### src/rtl/vga_timing_detect.sv
// Recovers pixel/line position and measures line/frame timing from a VGA sync/blank stream.
// Optional macro VGA_TIMING_DETECT_SYNCW_EN builds the hsync/vsync pulse width counters.
module vga_timing_detect #(
  parameter int unsigned LOCK_FRAMES = 2
) (
  input  logic        clk,
  input  logic        rst,
  input  logic        hsync_in,
  input  logic        vsync_in,
  input  logic        hblnk_in,
  input  logic        vblnk_in,
  output logic [10:0] hcount,
  output logic [10:0] vcount,
  output logic [10:0] h_total,
  output logic [10:0] v_total,
  output logic [10:0] hsync_width,
  output logic [10:0] vsync_width,
  output logic        locked,
  output logic        err
);

  localparam logic [10:0] CNT_MAX = 11'd2047;
  localparam logic [3:0]  LOCK_M  = 4'(LOCK_FRAMES);

  typedef enum logic [1:0] {
    SEARCH  = 2'd0,
    MEASURE = 2'd1,
    LOCKED  = 2'd2
  } state_t;

  function automatic logic [10:0] sat_inc(input logic [10:0] val);
    return (val == CNT_MAX) ? CNT_MAX : val + 11'd1;
  endfunction

  // {vblnk, hblnk, vsync, hsync}
  logic [3:0]  in_r;
  logic [3:0]  prev_r;
  logic        in_vld_r;
  logic        prev_vld_r;
  logic        hs_rise_s;
  logic        vs_rise_s;
  logic        hb_fall_s;
  logic        vb_fall_s;

  logic        vb_pend_r;
  logic [10:0] line_cnt_r;
  logic        line_vld_r;
  logic [10:0] frm_cnt_r;
  logic [10:0] first_len_r;
  logic        first_vld_r;
  logic        incons_r;

  logic        line_sat_s;
  logic        line_bad_s;
  logic [10:0] frm_len_s;
  logic        frm_sat_s;
  logic [10:0] first_len_s;
  logic        first_vld_s;
  logic        incons_s;
  logic        frame_ok_s;
  logic        lock_err_s;

  state_t      state_r;
  logic [10:0] ref_h_r;
  logic [10:0] ref_v_r;
  logic        ref_vld_r;
  logic [3:0]  match_r;
  logic [3:0]  match_nxt_s;

  // Register the inputs once; history is only trusted after two real samples
  always_ff @(posedge clk) begin
    if (rst) begin
      in_r       <= 4'b0000;
      prev_r     <= 4'b0000;
      in_vld_r   <= 1'b0;
      prev_vld_r <= 1'b0;
    end else begin
      in_r       <= {vblnk_in, hblnk_in, vsync_in, hsync_in};
      prev_r     <= in_r;
      in_vld_r   <= 1'b1;
      prev_vld_r <= in_vld_r;
    end
  end

  assign hs_rise_s = prev_vld_r &  in_r[0] & ~prev_r[0];
  assign vs_rise_s = prev_vld_r &  in_r[1] & ~prev_r[1];
  assign hb_fall_s = prev_vld_r & ~in_r[2] &  prev_r[2];
  assign vb_fall_s = prev_vld_r & ~in_r[3] &  prev_r[3];

  // Pixel and line position recovery, running regardless of lock
  always_ff @(posedge clk) begin
    if (rst) begin
      hcount    <= 11'd0;
      vcount    <= 11'd0;
      vb_pend_r <= 1'b0;
    end else begin
      if (hb_fall_s) begin
        hcount    <= 11'd0;
        // a vblnk fall coincident with the hblnk fall belongs to this line
        if (vb_fall_s || vb_pend_r) begin
          vcount <= 11'd0;
        end else begin
          vcount <= sat_inc(vcount);
        end
        vb_pend_r <= 1'b0;
      end else begin
        hcount    <= sat_inc(hcount);
        vcount    <= vcount;
        vb_pend_r <= vb_pend_r | vb_fall_s;
      end
    end
  end

  // Frame-close view: a line ending on the vsync edge is counted first
  always_comb begin
    line_sat_s  = (line_cnt_r == CNT_MAX);
    line_bad_s  = hs_rise_s & (line_sat_s | ~line_vld_r);
    if (hs_rise_s) begin
      frm_len_s = sat_inc(frm_cnt_r);
    end else begin
      frm_len_s = frm_cnt_r;
    end
    frm_sat_s   = (frm_len_s == CNT_MAX);
    if (first_vld_r) begin
      first_len_s = first_len_r;
    end else begin
      first_len_s = line_cnt_r;
    end
    first_vld_s = first_vld_r | hs_rise_s;
    incons_s    = incons_r | line_bad_s |
                  (hs_rise_s & first_vld_r & (line_cnt_r != first_len_r));
    frame_ok_s  = first_vld_s & ~incons_s & ~frm_sat_s;
    lock_err_s  = line_sat_s | frm_sat_s |
                  (hs_rise_s & (line_cnt_r != h_total)) |
                  (vs_rise_s & (frm_len_s != v_total));
    match_nxt_s = match_r + 4'd1;
  end

  // Line length (clocks between hsync rises) and per-frame consistency tracking
  always_ff @(posedge clk) begin
    if (rst) begin
      line_cnt_r  <= 11'd0;
      line_vld_r  <= 1'b0;
      frm_cnt_r   <= 11'd0;
      first_len_r <= 11'd0;
      first_vld_r <= 1'b0;
      incons_r    <= 1'b0;
    end else begin
      if (hs_rise_s) begin
        line_cnt_r <= 11'd1;
        line_vld_r <= 1'b1;
      end else begin
        line_cnt_r <= sat_inc(line_cnt_r);
        line_vld_r <= line_vld_r;
      end
      if (vs_rise_s) begin
        frm_cnt_r   <= 11'd0;
        first_len_r <= 11'd0;
        first_vld_r <= 1'b0;
        incons_r    <= 1'b0;
      end else begin
        frm_cnt_r   <= frm_len_s;
        first_len_r <= first_len_s;
        first_vld_r <= first_vld_s;
        incons_r    <= incons_s;
      end
    end
  end

  // Lock FSM: compare closed frames against a reference, then police the locked timing
  always_ff @(posedge clk) begin
    if (rst) begin
      state_r   <= SEARCH;
      ref_h_r   <= 11'd0;
      ref_v_r   <= 11'd0;
      ref_vld_r <= 1'b0;
      match_r   <= 4'd0;
      h_total   <= 11'd0;
      v_total   <= 11'd0;
      locked    <= 1'b0;
      err       <= 1'b0;
    end else begin
      err <= 1'b0;
      case (state_r)
        SEARCH: begin
          locked <= 1'b0;
          if (vs_rise_s) begin
            state_r   <= MEASURE;
            ref_vld_r <= 1'b0;
            match_r   <= 4'd0;
          end else begin
            state_r <= SEARCH;
          end
        end
        MEASURE: begin
          if (vs_rise_s) begin
            if (frame_ok_s && ref_vld_r &&
                (first_len_s == ref_h_r) && (frm_len_s == ref_v_r)) begin
              if (match_nxt_s == LOCK_M) begin
                state_r <= LOCKED;
                locked  <= 1'b1;
                h_total <= ref_h_r;
                v_total <= ref_v_r;
                match_r <= 4'd0;
              end else begin
                match_r <= match_nxt_s;
              end
            end else begin
              // an inconsistent frame cannot serve as a reference
              ref_vld_r <= frame_ok_s;
              ref_h_r   <= first_len_s;
              ref_v_r   <= frm_len_s;
              match_r   <= 4'd0;
            end
          end else begin
            state_r <= MEASURE;
          end
        end
        LOCKED: begin
          if (lock_err_s) begin
            err     <= 1'b1;
            locked  <= 1'b0;
            state_r <= SEARCH;
          end else begin
            state_r <= LOCKED;
          end
        end
        default: begin
          state_r <= SEARCH;
          locked  <= 1'b0;
        end
      endcase
    end
  end

`ifdef VGA_TIMING_DETECT_SYNCW_EN
  logic        hs_fall_s;
  logic        vs_fall_s;
  logic [10:0] hsw_cnt_r;
  logic [10:0] vsw_cnt_r;

  assign hs_fall_s = prev_vld_r & ~in_r[0] & prev_r[0];
  assign vs_fall_s = prev_vld_r & ~in_r[1] & prev_r[1];

  // Sync pulse widths: hsync in clocks, vsync in hsync rises (lines)
  always_ff @(posedge clk) begin
    if (rst) begin
      hsw_cnt_r   <= 11'd0;
      vsw_cnt_r   <= 11'd0;
      hsync_width <= 11'd0;
      vsync_width <= 11'd0;
    end else begin
      if (hs_rise_s) begin
        hsw_cnt_r <= 11'd1;
      end else if (in_r[0]) begin
        hsw_cnt_r <= sat_inc(hsw_cnt_r);
      end else begin
        hsw_cnt_r <= hsw_cnt_r;
      end
      if (vs_rise_s) begin
        vsw_cnt_r <= {10'd0, hs_rise_s};
      end else if (in_r[1] && hs_rise_s) begin
        vsw_cnt_r <= sat_inc(vsw_cnt_r);
      end else begin
        vsw_cnt_r <= vsw_cnt_r;
      end
      if (hs_fall_s) begin
        hsync_width <= hsw_cnt_r;
      end else begin
        hsync_width <= hsync_width;
      end
      if (vs_fall_s) begin
        vsync_width <= vsw_cnt_r;
      end else begin
        vsync_width <= vsync_width;
      end
    end
  end
`else
  assign hsync_width = 11'd0;
  assign vsync_width = 11'd0;
`endif

endmodule

### config.mk
export PLATFORM = sky130hd
export DESIGN_NAME = vga_timing_detect
export DESIGN_NICKNAME = d
export VERILOG_FILES = /design/src/rtl/vga_timing_detect.sv
export SDC_FILE = /design/constraint.sdc
export NUM_CORES = 1
export LEC_CHECK = 0
export CORE_MARGIN = 5
export CORE_UTILIZATION = 60
export DETAILED_ROUTE_END_ITERATION = 12
export PLACE_DENSITY = 0.87
export REMOVE_ABC_BUFFERS = 1
export SYNTH_ARGS = -nofsm -noshare
export SYNTH_HDL_FRONTEND = slang
export SYNTH_SLANG_ARGS = --single-unit
export TNS_END_PERCENT = 50
### constraint.sdc
create_clock -name clk -period 4.08 [get_ports clk]
set_input_delay 0.612 -clock clk [delete_from_list [all_inputs] [get_ports clk]]
set_output_delay 0.612 -clock clk [all_outputs]
set_load 0.01 [all_outputs]
==> impl_metrics.ini, run 1 <==
[power_and_ir_drop]
power.density_nw_per_um2 = 388.6
internal_power_w = 0.002189
pwr-share-comb_pct = 4.1
seqPwrFrac_pct = 43.6
switching_share_pct = 22.27
p_leak_nw = 2.760
power.share.clock_pct = 52.3
peakVddDrop_mv = 0.2472
power_w = 0.002816
power.switching_w = 0.0006272

[timing]
max_freq_mhz = 263.5
worstMarginPinSlew_ns = 0.7364
tns_ns = 0
slew_viol_final = 0
fin_skew_ns = 0.007153
min_period_ns = 3.796
hold_viol = 0
relSlewSlack_pct = 50.84
report.final.setup_viol = 0
rsz0062_at_grt = false
post-route-period-util_pct = 93.03

[finish]
final_cell_count_no_fill = 894
n_antenna_cell = 0
nets = 758
post-route-cell-area_um2 = 7246
filler_cell_count = 735
multi_input_area_um2 = 3388
area_delta_synth_final_pct = 16.90
drive_gt1_share_pct = 8.575
seq_area_um2 = 2442

[yosys]
synth_edf_count = 0
avgSynthCellArea_um2 = 8.743
synth_top_family_by_area = simple AND/OR/NAND/NOR gates
yosysMostFrequentCell = dfxtp_1
yosys-top-cells-count = 122 x dfxtp_1, 74 x nor2_1, 54 x a21oi_1, 49 x xnor2_1, 35 x nand2_1
syn_area_um2 = 6198
synth_compound_area_share_pct = 15.72
yosys_most_used_dff = dfxtp_1
synth_adder_area_share_pct = 1.211
synthXorXnorAreaFrac_pct = 8.276
yosys.area_share.simple_pct = 22.08
ys_ff_latch = 122
yosysSeqAreaShare_pct = 39.40
async_reset_ff_share_pct = 0
synth.mux.area_fraction_pct = 6.036
synth_warnings = 0
synth_cells = 709
synth_top_area_share_pct = 39.40
synth.distinct_cells = 66
synth_area_leaders = dfxtp_1 39%, xnor2_1 6.9%, mux2i_1 5.0%
synth.largest_area_cell = dfxtp_1

[setup_path]
crit_buf_inv = 1
cpMaxStageDelayCell = o41ai_1
crit_path_max_fanout = 14
crit_path_start_kind = flop
crit_family = simple AND/OR/NAND/NOR gates
end_kind = flop
critPathRequiredTime_ns = 4.47
path_cells = nand3b_1, o41ai_1, nand3_1, and3_1, a21oi_1, nand4b_1, buf_4, mux2i_1, nor2_1
critical_path_class = flop to flop
cpPeakStageDelay_ns = 0.74
cp.arrival_ns = 4.18

[global_route]
grt_use_total_pct = 25.36
antenna_found_initial = 0
overflow = 0
grt_pass1_wl_um = 26320
first_global_vias = 5366
grt_max_degree = 46

[route]
wirelength_um = 15850
drcViolationCount = 0
dr.pass1.iters = 7
wl_per_cell_um = 17.73
ant_nets = 0
drt_iter0_drc = 417
vias_per_cell = 6.141
vias = 5490

[die]
start_util_pct = 60.86
die_area_um2 = 12460
fp-row-count = 37
die_w_um = 111.6
die_h_um = 111.6
core-area_um2 = 10180
pin_count = 74

[placed_design]
place_congestion = 0.9768
dp.cells = 863
io_buffers = 51
hpwlAfterDp_um = 10920
postPlaceCellArea_um2 = 6664

[clock_tree]
cts_root_buffer = clkbuf_8
post_cts_buffers = 0
htreeDepth = 4
ctsResizeCount = 0
cts_max_path_buffers = 2
clk_latency_ns = 0.51
cts_tree = yes
cts_hold_buf = 0
cts.sinks = 122
path_clk_slew_ns = 0.06
cts_buffers = 17

[status]
status = completed

[min_path]
min_path_type = flop to flop

[flow_run]
max_cap_violations = 0
[per-stage QoR]
step                      hold WS, ns  util, %  setup slack (ns)
after CTS                      0.4439    71.14            0.3616
after detailed placement       0.4308    65.43            0.3789
final                          0.4408    71.14            0.2843
after global placement         0.4158    65.43            0.5642
after global routing           0.4650    71.14           0.05257
after floorplan                0.4127        -            0.5131
[cells by family after synthesis]
family	count (synthesis)
AND/OR/NAND/NOR	251
AO/OA/AOI/OAI	152
flip-flops	122
buffers and inverters	85
multiplexers	35
adder cells (fa/ha/maj)	6
XOR/XNOR	57
other	1
[routing by layer]
layer  routed length (um)  track usage [%]
met5                    0                0
met3                 1160            6.522
met2                 7742            42.85
met4                  364            8.921
met1                 6581            31.35
[area by class of cell]
cell class,instances,share of cell area (%)
Inverter,20,1.036
Sequential cell,122,33.71
Clock inverter,12,2.072
Timing Repair Buffer,62,8.116
Clock buffer,19,5.958
Tap cell,136,2.348
Multi-Input combinational cell,523,46.76
[power by group through the flow]
| stage | Combinational [W] | Clock (W) | Sequential [W] |
|---|---|---|---|
| detailed placement | 0.000112 | 0 | 0.00125 |
| CTS | 0.000114 | 0.00148 | 0.00123 |
| floorplan | 0.0000690 | 0 | 0.00125 |
| global route | 0.000125 | 0.00154 | 0.00123 |
| finish | 0.000116 | 0.00147 | 0.00123 |
| global placement | 0.000109 | 0 | 0.00125 |
[placed cells by master, fill, tap and decap left out, types with 21 or more instances in the layout]
master           count
dfxtp_1            122
xnor2_1             49
nor2_1              74
a21oi_1             54
nand3_1             21
nand2_1             35
mux2i_1             31
conb_1              22
o21ai_0             27
clkdlybuf4s50_1     50
[path summary, 6_finish.rpt]
kind                   start         end  slack [ns]  cells after the start
setup / recovery  prev_vld_r  h_total[6]        0.28                      9
hold / removal      in_vld_r  prev_vld_r        0.44                      1
setup reg to reg  prev_vld_r  h_total[6]        0.28                      9
hold reg to reg     in_vld_r  prev_vld_r        0.44                      1
Power figures use the tool's default switching activity.
==> run 2: changes to the inputs <==
--- a/config.mk
+++ b/config.mk
@@ -11,3 +11,2 @@
 export PLACE_DENSITY = 0.87
-export REMOVE_ABC_BUFFERS = 1
 export SYNTH_ARGS = -nofsm -noshare
--- a/constraint.sdc
+++ b/constraint.sdc
@@ -3,2 +3,2 @@
 set_output_delay 0.612 -clock clk [all_outputs]
-set_load 0.01 [all_outputs]
+set_load 0.02 [all_outputs]
==> run 2 against run 1 <==
Sequential power barely moved. Critical path type unchanged. Total power rose by 1.5%. Sequential share of layout area rose by 0.088 points. Fmax rose by 2.6%. Cell count fell by 0.34%. Via count rose by 0.20%. Critical path depth fell by 1. Count of clock-buffer cells in the layout fell by 2. Highest routed layer unchanged. Die area did not move.
==> impl_metrics.ini, run 2 (synthesized netlist as in run 1, its figures left out) <==
[timing]
report.final.setup_viol = 0
fin_skew_ns = 0.006480
hold_viol = 0
relSlewSlack_pct = 50.00
min_period_ns = 3.698
rsz0062_at_grt = false
slew_viol_final = 0
worstMarginPinSlew_ns = 0.7500
max_freq_mhz = 270.4
post-route-period-util_pct = 90.65
worst_slack_ns = 0.3816
tns_ns = 0

[global_route]
grt_pass1_wl_um = 25520
first_global_vias = 5212
antenna_found_initial = 0
overflow = 0
grt_max_degree = 72
grt_use_total_pct = 25.12

[die]
die_h_um = 111.6
core-area_um2 = 10180
die_w_um = 111.6
fp-row-count = 37
die_area_um2 = 12460
start_util_pct = 60.86
pin_count = 74

[power_and_ir_drop]
power.share.clock_pct = 52.8
peakVddDrop_mv = 0.3170
switching_share_pct = 25.03
power.switching_w = 0.0007154
p_leak_nw = 2.747
pwr-share-comb_pct = 4.4
seqPwrFrac_pct = 42.8
power_w = 0.002858
internal_power_w = 0.002143
power.density_nw_per_um2 = 395.5

[clock_tree]
post_cts_buffers = 0
clk_latency_ns = 0.53
cts_root_buffer = clkbuf_8
htreeDepth = 4
cts.sinks = 122
cts_hold_buf = 0
cts_max_path_buffers = 2
cts_buffers = 17
cts_tree = yes
path_clk_slew_ns = 0.06
ctsResizeCount = 0

[finish]
final_cell_mix = 122 x dfxtp_1, 74 x nor2_1, 54 x a21oi_1, 50 x clkdlybuf4s50_1, 49 x xnor2_1
mostFrequentLayoutCell = dfxtp_1
nets = 754
n_antenna_cell = 0
final_core_util_pct = 70.96
area_delta_synth_final_pct = 16.59
final_cell_count_no_fill = 891
drive_gt1_share_pct = 8.344

[placed_design]
hpwlAfterDp_um = 10840
io_buffers = 51
place_congestion = 0.9355
dp.cells = 859
dp_slack_ns = 0.6018

[route]
vias_per_cell = 6.174
ant_nets = 0
drcViolationCount = 0
dr.pass1.iters = 6
wl_per_cell_um = 17.60
drt_iter0_drc = 635
vias = 5501
wirelength_um = 15680

[setup_path]
critPathRequiredTime_ns = 4.52
cpMaxStageDelayCell = o41ai_1
critical_path_class = flop to flop
cp.arrival_ns = 4.13
crit_path_start_kind = flop
crit_buf_inv = 0
crit_path_max_fanout = 17
crit_family = simple AND/OR/NAND/NOR gates
end_kind = flop
path_cells = nand3b_1, o41ai_1, nand3_1, and3_1, a21oi_1, and4b_1, nor2_4, a211oi_1
cpPeakStageDelay_ns = 0.79

[min_path]
min_path_type = input port to flop

[status]
status = completed

[flow_run]
max_cap_violations = 0
-- run 2: area by class of cell --
cell class	instances	area, um2
Timing Repair Buffer	58	558.0
Clock buffer	17	414.1
Multi-Input combinational cell	523	3388
Inverter	20	75.07
Fill cell	738	2958
Tap cell	136	170.2
Clock inverter	15	178.9
Sequential cell	122	2442
-- run 2: power groups by stage --
stage	Sequential, W	Clock [W]	Combinational [W]
floorplan	0.00124	0	0.000112
global placement	0.00125	0	0.000119
detailed placement	0.00125	0	0.000122
CTS	0.00122	0.00152	0.000123
global route	0.00123	0.00159	0.000135
finish	0.00122	0.00151	0.000125
-- run 2: worst paths after layout --
kind | from | to | slack, ns | cells after the start
setup / recovery | prev_vld_r | ref_h_r[7] | 0.38 | 8
hold / removal | rst | in_vld_r | 0.43 | 2
setup reg to reg | prev_vld_r | ref_h_r[7] | 0.38 | 8
hold reg to reg | in_vld_r | prev_vld_r | 0.46 | 1
-- run 2: stage by stage --
stage | instance area [um2] | hold slack (ns)
floorplan | 6277 | 0.4138
global placement | 6634 | 0.4255
detailed placement | 6634 | 0.4432
CTS | 7227 | 0.4118
global route | 7227 | 0.4162
finish | 7227 | 0.4256
-- run 2: per-layer routing --
metal | GRT usage (%) | part of all wire, % | vias to the layer above
li1 | - | - | 2576
met1 | 31.64 | 41 | 2590
met4 | 10.87 | 3.4 | 0
met2 | 40.57 | 48 | 277
met5 | 0 | 0 | -
met3 | 6.685 | 8.0 | 58
